<file path="src/rtl/clk_ratio_meter_if.sv">
// Bundle of the meter's measured clock, start/done handshake and result bus.
interface clk_ratio_meter_if #(
  parameter int CNT_W = 16
);
  logic             meas_clk;
  logic             start;
  logic             busy;
  logic             done;
  logic             timeout;
  logic             overflow;
  logic [CNT_W-1:0] total_cycles;
  logic [CNT_W-1:0] min_period;
  logic [CNT_W-1:0] max_period;
  logic [CNT_W-1:0] high_cycles;

  // Requester side: drives the clock under test and start.
  modport master (
    output meas_clk, start,
    input  busy, done, timeout, overflow,
    input  total_cycles, min_period, max_period, high_cycles
  );

  // Meter side.
  modport slave (
    input  meas_clk, start,
    output busy, done, timeout, overflow,
    output total_cycles, min_period, max_period, high_cycles
  );
endinterface

</file>
<file path="src/rtl/clk_ratio_meter.sv">
// Measures an asynchronous divided clock in units of clk: over WINDOW periods
// of meas_clk it reports summed period, min/max period and high time.
module clk_ratio_meter #(
  parameter int WINDOW  = 8,
  parameter int CNT_W   = 16,
  parameter int TIMEOUT = 1024
) (
  input  logic              clk,
  input  logic              rst,
  clk_ratio_meter_if.slave  mif
);

  localparam logic [7:0]       WIN_LAST = 8'(WINDOW - 1);
  localparam logic [CNT_W-1:0] TO_LIM   = CNT_W'(TIMEOUT);
  localparam logic [CNT_W-1:0] ONE      = CNT_W'(1);

  typedef enum logic [1:0] {S_IDLE, S_ARM, S_MEAS, S_DONE} state_e;

  state_e           state_q, state_d;
  logic             s1_q, s2_q, s3_q;
  logic             rise, start_acc;
  logic [CNT_W-1:0] per_q, per_d;
  logic [7:0]       ecnt_q, ecnt_d;
  logic [CNT_W-1:0] tot_q, tot_d, min_q, min_d, max_q, max_d, hi_q, hi_d;
  logic             ovf_q, ovf_d;
  logic [CNT_W:0]   tot_sum;
  logic             load_res, to_hit;
  logic [CNT_W-1:0] res_tot_q, res_min_q, res_max_q, res_hi_q;
  logic             to_q, ovf_res_q;

  // Every edge sees the same 2-3 cycle synchronizer delay, so rise-to-rise
  // distances are exact periods in clk units.
  assign rise      = s2_q & ~s3_q;
  assign start_acc = mif.start && (state_q == S_IDLE);

  // Synchronizer chain plus one extra stage for edge detection.
  always_ff @(posedge clk or posedge rst) begin
    if (rst) begin
      s1_q <= 1'b0;
      s2_q <= 1'b0;
      s3_q <= 1'b0;
    end else begin
      s1_q <= mif.meas_clk;
      s2_q <= s1_q;
      s3_q <= s2_q;
    end
  end

  // Period counter: restarts at 1 on each rise (and on start), saturates.
  always_comb begin
    per_d = per_q;
    if (start_acc || rise) per_d = ONE;
    else if (!(&per_q))    per_d = per_q + ONE;
  end

  // Period counter register.
  always_ff @(posedge clk or posedge rst) begin
    if (rst) per_q <= '0;
    else     per_q <= per_d;
  end

  // State transitions; rise wins over timeout in the same cycle.
  always_comb begin
    state_d  = state_q;
    load_res = 1'b0;
    to_hit   = 1'b0;
    case (state_q)
      S_IDLE: if (start_acc) state_d = S_ARM;
      S_ARM: begin
        if (rise) state_d = S_MEAS;
        else if (per_q >= TO_LIM) begin
          state_d = S_DONE;
          to_hit  = 1'b1;
        end
      end
      S_MEAS: begin
        if (rise && (ecnt_q == WIN_LAST)) begin
          state_d  = S_DONE;
          load_res = 1'b1;
        end else if (!rise && (per_q >= TO_LIM)) begin
          state_d = S_DONE;
          to_hit  = 1'b1;
        end
      end
      S_DONE:  state_d = S_IDLE;
      default: state_d = S_IDLE;
    endcase
  end

  // State register.
  always_ff @(posedge clk or posedge rst) begin
    if (rst) state_q <= S_IDLE;
    else     state_q <= state_d;
  end

  // Accumulator next state: cleared on start, updated per rise / high sample.
  always_comb begin
    ecnt_d  = ecnt_q;
    tot_d   = tot_q;
    min_d   = min_q;
    max_d   = max_q;
    hi_d    = hi_q;
    ovf_d   = ovf_q;
    tot_sum = {1'b0, tot_q} + {1'b0, per_q};
    if (start_acc) begin
      ecnt_d = '0;
      tot_d  = '0;
      min_d  = '1;
      max_d  = '0;
      hi_d   = '0;
      ovf_d  = 1'b0;
    end else if (state_q == S_MEAS) begin
      if (rise) begin
        ecnt_d = ecnt_q + 8'd1;
        if (tot_sum[CNT_W]) begin
          tot_d = '1;
          ovf_d = 1'b1;
        end else begin
          tot_d = tot_sum[CNT_W-1:0];
        end
        if (per_q < min_q) min_d = per_q;
        if (per_q > max_q) max_d = per_q;
      end
      if (s2_q) begin
        if (&hi_q) ovf_d = 1'b1;
        else       hi_d  = hi_q + ONE;
      end
    end
  end

  // Accumulator registers.
  always_ff @(posedge clk or posedge rst) begin
    if (rst) begin
      ecnt_q <= '0;
      tot_q  <= '0;
      min_q  <= '1;
      max_q  <= '0;
      hi_q   <= '0;
      ovf_q  <= 1'b0;
    end else begin
      ecnt_q <= ecnt_d;
      tot_q  <= tot_d;
      min_q  <= min_d;
      max_q  <= max_d;
      hi_q   <= hi_d;
      ovf_q  <= ovf_d;
    end
  end

  // Results load only on entry to DONE; the final rise is folded in via _d.
  // Flags clear on an accepted start and otherwise hold.
  always_ff @(posedge clk or posedge rst) begin
    if (rst) begin
      res_tot_q <= '0;
      res_min_q <= '0;
      res_max_q <= '0;
      res_hi_q  <= '0;
      to_q      <= 1'b0;
      ovf_res_q <= 1'b0;
    end else begin
      if (start_acc) begin
        to_q      <= 1'b0;
        ovf_res_q <= 1'b0;
      end
      if (to_hit) begin
        res_tot_q <= '0;
        res_min_q <= '0;
        res_max_q <= '0;
        res_hi_q  <= '0;
        to_q      <= 1'b1;
        ovf_res_q <= ovf_d;
      end else if (load_res) begin
        res_tot_q <= tot_d;
        res_min_q <= min_d;
        res_max_q <= max_d;
        res_hi_q  <= hi_d;
        ovf_res_q <= ovf_d;
      end
    end
  end

  assign mif.busy         = (state_q == S_ARM) || (state_q == S_MEAS);
  assign mif.done         = (state_q == S_DONE);
  assign mif.timeout      = to_q;
  assign mif.overflow     = ovf_res_q;
  assign mif.total_cycles = res_tot_q;
  assign mif.min_period   = res_min_q;
  assign mif.max_period   = res_max_q;
  assign mif.high_cycles  = res_hi_q;

endmodule

</file>
<file path="src/flat_wrapper.sv">
// flat-port wrapper written by rule: the top's interface ports become plain ports
module clk_ratio_meter_flat 
#(
  parameter int WINDOW  = 8,
  parameter int CNT_W   = 16,
  parameter int TIMEOUT = 1024
)
  (clk, rst, mif_meas_clk, mif_start, mif_busy, mif_done, mif_timeout, mif_overflow, mif_total_cycles, mif_min_period, mif_max_period, mif_high_cycles);
  clk_ratio_meter_if #(.CNT_W(CNT_W)) mif_i ();
  input  logic clk;
  input  logic rst;
  input wire logic [$bits(mif_i.meas_clk)-1:0] mif_meas_clk;
  input wire logic [$bits(mif_i.start)-1:0] mif_start;
  output wire logic [$bits(mif_i.busy)-1:0] mif_busy;
  output wire logic [$bits(mif_i.done)-1:0] mif_done;
  output wire logic [$bits(mif_i.timeout)-1:0] mif_timeout;
  output wire logic [$bits(mif_i.overflow)-1:0] mif_overflow;
  output wire logic [$bits(mif_i.total_cycles)-1:0] mif_total_cycles;
  output wire logic [$bits(mif_i.min_period)-1:0] mif_min_period;
  output wire logic [$bits(mif_i.max_period)-1:0] mif_max_period;
  output wire logic [$bits(mif_i.high_cycles)-1:0] mif_high_cycles;
  assign mif_i.meas_clk = mif_meas_clk;
  assign mif_i.start = mif_start;
  assign mif_busy = mif_i.busy;
  assign mif_done = mif_i.done;
  assign mif_timeout = mif_i.timeout;
  assign mif_overflow = mif_i.overflow;
  assign mif_total_cycles = mif_i.total_cycles;
  assign mif_min_period = mif_i.min_period;
  assign mif_max_period = mif_i.max_period;
  assign mif_high_cycles = mif_i.high_cycles;
  clk_ratio_meter #(.WINDOW(WINDOW), .CNT_W(CNT_W), .TIMEOUT(TIMEOUT)) u_core (.clk(clk), .rst(rst), .mif(mif_i));
endmodule
</file>
<file path="config.mk">
export PLATFORM = sky130hd
export DESIGN_NAME = clk_ratio_meter_flat
export DESIGN_NICKNAME = d
export VERILOG_FILES = /design/src/rtl/clk_ratio_meter_if.sv /design/src/rtl/clk_ratio_meter.sv /design/src/flat_wrapper.sv
export SDC_FILE = /design/constraint.sdc
export NUM_CORES = 1
export LEC_CHECK = 0
export ABC_AREA = 1
export ABC_CLOCK_PERIOD_IN_PS = 6000
export CORE_AREA = 4 4 128 130
export DETAILED_ROUTE_END_ITERATION = 12
export DIE_AREA = 0 0 132 134
export PLACE_DENSITY = 0.79
export SLEW_MARGIN = 20
export SYNTH_ARGS = -nofsm -noshare
export SYNTH_HDL_FRONTEND = slang
export SYNTH_SLANG_ARGS = --single-unit
</file>
<file path="constraint.sdc">
create_clock -name clk -period 6 [get_ports clk]
set_input_delay 1.2 -clock clk [delete_from_list [all_inputs] [get_ports clk]]
set_output_delay 1.2 -clock clk [all_outputs]
set_load 0.02 [all_outputs]
</file>
==> results of run 1 <==
==> cell families (layout without fill, tap and decap cells) <==
logic type                 count (synthesis)  count (layout)  share of synthesized area [%]
xor gates and xnor gates                  18              18                           1.80
AOI/OAI and AO/OA                        142             142                           8.96
adders and majority gates                 57              57                           8.24
and+or+nand+nor                          540             540                           27.2
DFF                                      160             160                           46.0
buffers and inverters                    166             241                           7.84
==> power breakdown <==
group	total, mW	switching, mW	leakage (nW)	internal [mW]
combinational	1.51	0.928	3.07	0.586
sequential	1.58	0.193	1.84	1.39
clock	1.06	0.448	0.272	0.610
total	4.15	1.57	5.17	2.59
==> layer usage <==
layer / wire length, microns / up-vias / part of all wire, % / GRT usage [%]
met3: 1300 / 31 / 6.2 / 4.95
met4: 321 / 0 / 1.5 / 6.83
li1: - / 3646 / - / -
met2: 9710 / 246 / 46 / 40.5
met1: 9770 / 3501 / 46 / 33.8
met5: 0 / - / 0 / 0
==> worst paths after layout <==
kind / startpoint / to / slack (ns) / cells after the start
max: u_core.per_q[0] / u_core.mif.total_cycles[3] / 2.84 / 12
min: u_core.s1_q / u_core.s2_q / 0.36 / 0
max reg2reg: u_core.per_q[0] / u_core.mif.total_cycles[3] / 2.84 / 12
min reg2reg: u_core.s1_q / u_core.s2_q / 0.36 / 0
max in group asynchronous: rst / u_core.min_q[1] / 3.71 / 3
min in group asynchronous: rst / u_core.hi_q[11] / 1.27 / 2
==> final cells by class <==
type / instances / area (sq um)
clock buffer: 18 / 429
clock inverter: 14 / 141
fill: 1238 / 5020
inverter: 133 / 505
multi-input combinational: 757 / 4040
sequential: 160 / 4020
tap: 188 / 235
timing repair buffer: 76 / 748
==> flip-flops by register name, indices dropped and copies added (netlist names) <==
signal / count
u_core.ovf_q: 1
u_core.min_q: 16
u_core.ecnt_q: 8
u_core.max_q: 16
u_core.hi_q: 16
u_core.mif.timeout: 1
u_core.mif.overflow: 1
u_core.mif.min_period: 16
u_core.tot_q: 16
u_core.mif.max_period: 16
u_core.mif.total_cycles: 16
u_core.state_q: 2
u_core.s1_q: 1
u_core.s2_q: 1
u_core.per_q: 16
u_core.s3_q: 1
u_core.mif.high_cycles: 16
==> placed cells by master (no fill, tap or decap), types with 2 or more instances in the layout <==
| cell | n |
|---|---|
| o21bai_1 | 7 |
| clkinvlp_4 | 4 |
| a21oi_1 | 51 |
| inv_1 | 128 |
| clkdlybuf4s50_1 | 71 |
| nand3_1 | 95 |
| nand2_1 | 289 |
| nand3_2 | 10 |
| o21ai_1 | 12 |
| nor4_1 | 4 |
| inv_6 | 2 |
| nor2_2 | 4 |
| nand4_1 | 15 |
| nand3b_1 | 6 |
| clkinv_2 | 6 |
| a21o_1 | 2 |
| bufinv_16 | 2 |
| clkinv_4 | 2 |
| xor2_1 | 16 |
| a31oi_1 | 5 |
| nand2_2 | 5 |
| nor2_1 | 73 |
| clkbuf_16 | 17 |
| dfrtp_1 | 144 |
| and3_1 | 16 |
| a211oi_1 | 4 |
| xnor2_1 | 2 |
| inv_2 | 2 |
| o21ai_0 | 53 |
| nor3_1 | 19 |
| buf_4 | 5 |
| ha_1 | 56 |
| dfstp_2 | 16 |
==> worst register-to-register path: stages, from the launching register on <==
cell      delay (ns)
dfrtp_1         0.44
ha_1            0.26
fa_1            0.41
nand3_1         0.10
nand2_1         0.09
nand2_1         0.07
nand2_1         0.09
nand3b_1        0.10
nand2_1         0.10
nor2_1          0.65
inv_1           0.25
o21ai_0         0.33
o21ai_0         0.13
==> through the flow <==
| step | setup WS [ns] | instances |
|---|---|---|
| CTS | 2.81 | 1346 |
| detailed placement | 2.78 | 1314 |
| finish | 2.84 | 1346 |
| global placement | 2.84 | 1314 |
| floorplan | 0.507 | 1083 |
| global route | 2.58 | 1346 |
==> cells in the mapped netlist (all sizes together), types with 15 or more instances <==
master and number:
o21ai 65, a21oi 52, dfrtp 144, inv 132, nand3 105, xor2 16
nand2 295, ha 56, nand4 15, dfstp 16, buf 22, nor3 19
nor2 77, and3 16
==> metrics, run 1 <==
status finished, final reports clean; routability cong. 0.897; Buf/Inv on CP 1; Die W 132 microns; Setup Total Neg Slack 0 ns; Synth async-reset ratio 100%; sequential share of the synthesized area 46.0%; placed cell area 0.00956 sq mm; Synth cell types 44; Clock Skew 0.00840 ns; CTS max path bufs 2; crit start category flip-flop; core area 0.0151 sq mm; Pwr Density 410 mW/mm^2; postcts setup bufs 0; Crit. End Element flip-flop; minimum clock period 3.16 ns; die area 0.0177 sq mm; Ports 72; syn nets 1144; Yosys top cell by area dfrtp_1; most frequent CP cell nand2_1; crit path max-delay cell type nor2_1; post-synth top area share 41.2%; die height 134 microns; ratio of cells with drive above 1 in the final layout 6.65%; area grow syn2layout 15.7%; clk sink count 160; CTS Root Cell clkbuf_16; total grt overflow 0; Initial DRC Count 609; Max Fclk 0.316 GHz; HP Class flip-flop to flip-flop; Mapped Cells 1083; peak supply drop 271 uV; CP top delay family simple AND/OR/NAND/NOR gates; via density per instance 5.52; Antenna Cells 0; Post-CTS Resized 0; fin. max-slew vios 0; RSZ-0062 raised after global routing false; Lkg Pwr 5.17 nW; total track usage 24.7%; Port-buffer cells 71; max-cap violations 0; Slew @ Worst Pin 0.940 ns; clock latency on the worst-skew pair 0.43 ns; TritonCTS clock tree built; Vias 7424; initial antenna violation count 0; relative slew slack 37.3%; critical-path cell list ha_1 > fa_1 > nand3_1 > nand2_1 > nand2_1 > nand2_1 > nand3b_1 > nand2_1 > nor2_1 > inv_1 > o21ai_0 > o21ai_0; Final Hold Viols 0; post-route cell area 0.0101 sq mm; most area-consuming cells after synthesis dfrtp_1 (41%), nand2_1 (12%), ha_1 (8.0%); largest net degree at the start of global routing 77; count of state elements after synthesis 160; Final Setup Violations 0; critical path class flip-flop to flip-flop; WHS 0.360 ns; drc violations 0; vias in the first global route 7205; most common flop cell mapped by yosys dfrtp_1; TritonCTS Buffers 17; Arr. time, crit path 3.46 ns; cts hold-fix bufs 0; fin util 66.9%; crit-path max cell delay 0.65 ns; WL final 21100 microns; WL/cell 15.7 microns; Power Total 4.15 mW; EDFF count, synth 0; syn_area_per_cell 8.08 sq um; first-pass GRT wire length 35600 microns; htree depth 4; clock slew at reported path FFs 0.07 ns; First-pass DRT Iterations 5; Netlist Area Pre-Place 0.00875 sq mm; Final period util 52.7%; CP max FO 11; CP required 6.30 ns; Final #Nets 1206; ANT nets after route 0; row cnt 45; yosys warns 0; Detail Placement HPWL 14200 microns; Initial Util 57.8%
Power figures use the tool's default switching activity.
==> inputs of run 2 (changes only) <==
- ABC_CLOCK_PERIOD_IN_PS: 6000 -> 2550
- CORE_AREA: 4 4 128 130 -> 4 4 134 136
- DIE_AREA: 0 0 132 134 -> 0 0 138 140
- PLACE_DENSITY: 0.79 -> 0.76
- clock period: 6 -> 2.55 ns (I/O delays scaled with it)
==> run 2 against run 1 <==
  * Utilization decreased by 5.1 points
  * First-iteration DRC count increased by 5.3%
  * Sequential cell count unchanged
  * Via count increased by 2.5%
  * Clock skew increased by 0.0033 ns
  * Cell count increased by 4.8%
  * Non-clock buffer count increased by 27
  * Critical path type unchanged
  * Largest power group is now combinational logic
  * Highest routed layer unchanged
==> metrics, run 2 (same netlist as run 1, synthesis figures left out) <==
status finished, final reports clean; TritonCTS clock tree built; Arr. time, crit path 2.74 ns (-0.72 ns); postcts setup bufs 0 (unchanged); HP Class flip-flop to flip-flop; Detail Placement HPWL 15400 microns (+8.0%); flop2flop setup slack 0.1 ns (-2.74 ns); row cnt 48 (+6.7%); Initial Util 51.7% (-6.1 points); first-pass GRT wire length 37600 microns (+5.9%); DP Worst Slack 0.174 ns (-2.60 ns); worst hold stages 0 (unchanged); commonest cells after routing, fill and taps aside nand2_1 (289), dfrtp_1 (144), inv_1 (128); Final period util 96.1% (+43 points); worst flop-to-flop path startpoint u_core.tot_q[0]; CTS max path bufs 2 (unchanged); fin util 61.7% (-5.1 points); minimum clock period 2.45 ns (-0.712 ns); Clock Skew 0.0117 ns (+0.00333 ns); area grow syn2layout 19.5%; core area 0.0169 sq mm (+12%); Slew @ Worst Pin 0.602 ns (-0.338 ns); ANT nets after route 0 (unchanged); reg2reg end u_core.mif.total_cycles[4]; total grt overflow 0 (unchanged); Max Fclk 0.408 GHz (+29%); crit start category flip-flop; Ports 72 (unchanged); WL final 22200 microns (+5.1%); Crit. End Element flip-flop; Initial DRC Count 641 (+5.3%); critical path class flip-flop to flip-flop; die height 140 microns (+4.5%); Vias 7607 (+2.5%); Final Hold Viols 0 (unchanged); CP max FO 5 (-6); Hold Path Origin u_core.s1_q; Final #Nets 1233 (+2.2%); R2R depth 12 (unchanged); Port-buffer cells 71 (unchanged); max-cap violations 0 (unchanged); placed cell area 0.00985 sq mm (+3.1%); ratio of cells with drive above 1 in the final layout 8.78% (+2.1 points); die area 0.0193 sq mm (+9.2%); routability cong. 0.927 (+3.3%); clk sink count 160 (unchanged); commonest non-fill, non-tap cell in the layout nand2_1; TritonCTS Buffers 17 (unchanged); Final Setup Violations 0 (unchanged); RSZ-0062 raised after global routing true; clock latency on the worst-skew pair 0.43 ns (about the same); post-route cell area 0.0105 sq mm (+3.2%); CP required 2.84 ns (-3.46 ns); worst setup path startpoint u_core.tot_q[0]; relative slew slack 59.6% (+22 points); Antenna Cells 0 (unchanged); First-pass DRT Iterations 8 (+3); largest net degree at the start of global routing 108 (+40%); WL/cell 15.7 microns (+0.35%); peak supply drop 669 uV (+150%); vias in the first global route 7584 (+5.3%); Power Total 10.1 mW (+140%); htree depth 4 (unchanged); initial antenna violation count 0 (unchanged); WHS Endpoint u_core.s2_q; clock slew at reported path FFs 0.06 ns (about the same); fin. max-slew vios 0 (unchanged); total track usage 23.5% (-1.2 points); drc violations 0 (unchanged); worst setup margin 0.0991 ns (-2.74 ns); via density per instance 5.40 (-2.2%); Pwr Density 964 mW/mm^2 (+140%); Lkg Pwr 5.34 nW (+3.3%); CTS Root Cell clkbuf_16; Die W 138 microns (+4.5%)
==> run 2: worst max path at each step <==
| stage | end | depth (start not counted) |
|---|---|---|
| 4_1_cts | u_core.mif.total_cycles[4] | 12 |
| 2_1_floorplan | u_core.ecnt_q[0] | 1 |
| 3_5_place_dp | u_core.mif.min_period[0] | 11 |
| 3_3_place_gp | u_core.mif.min_period[0] | 11 |
| 6_report | u_core.mif.total_cycles[4] | 12 |
| 5_1_grt | u_core.mif.total_cycles[4] | 12 |
==> run 2: per-layer routing <==
metal | vias up | global-route usage (%) | routed length, microns
li1 | 3706 | - | -
met1 | 3614 | 32.0 | 10200
met2 | 250 | 39.0 | 10500
met3 | 37 | 4.85 | 1230
met4 | 0 | 5.77 | 323
met5 | - | 0 | 0
==> run 2: layout make-up <==
cell class	count	area (sq um)
Fill cell	1490	6480
Inverter	133	503
Sequential cell	160	4020
Clock inverter	8	103
Clock buffer	24	492
Multi-Input combinational cell	757	4050
Tap cell	225	282
Timing Repair Buffer	103	1000
==> run 2: power by group <==
part | internal, mW | switching (mW) | total [mW] | leakage (nW)
combinational | 1.50 | 2.29 | 3.80 | 3.22
sequential | 3.27 | 0.414 | 3.69 | 1.84
clock | 1.55 | 1.05 | 2.60 | 0.287
==> run 2: metrics by stage <==
step | hold slack (ns) | setup TNS [ns] | std cells
floorplan | 0.331 | 0 | 1083
global placement | 0.335 | 0 | 1378
detailed placement | 0.339 | 0 | 1378
CTS | 0.350 | 0 | 1410
global route | 0.367 | -0.246 | 1410
finish | 0.355 | 0 | 1410
==> run 2: timing repair <==
item / CTS / global route
endpoints found under the setup margin: 0 / 12
endpoints found under the hold margin: 0 / 0
resized for setup: 0 / 3
hold buffers: 0 / 0
==> run 2: critical path, stage by stage, from the launching register on <==
cell	delay [ns]
dfrtp_1	0.39
ha_1	0.26
fa_1	0.41
nand3_1	0.10
nand2_1	0.10
nand2_1	0.07
nand2_1	0.09
nand3b_1	0.10
nand2_1	0.10
nor2_1	0.17
inv_1	0.13
o21ai_0	0.28
o21ai_0	0.13
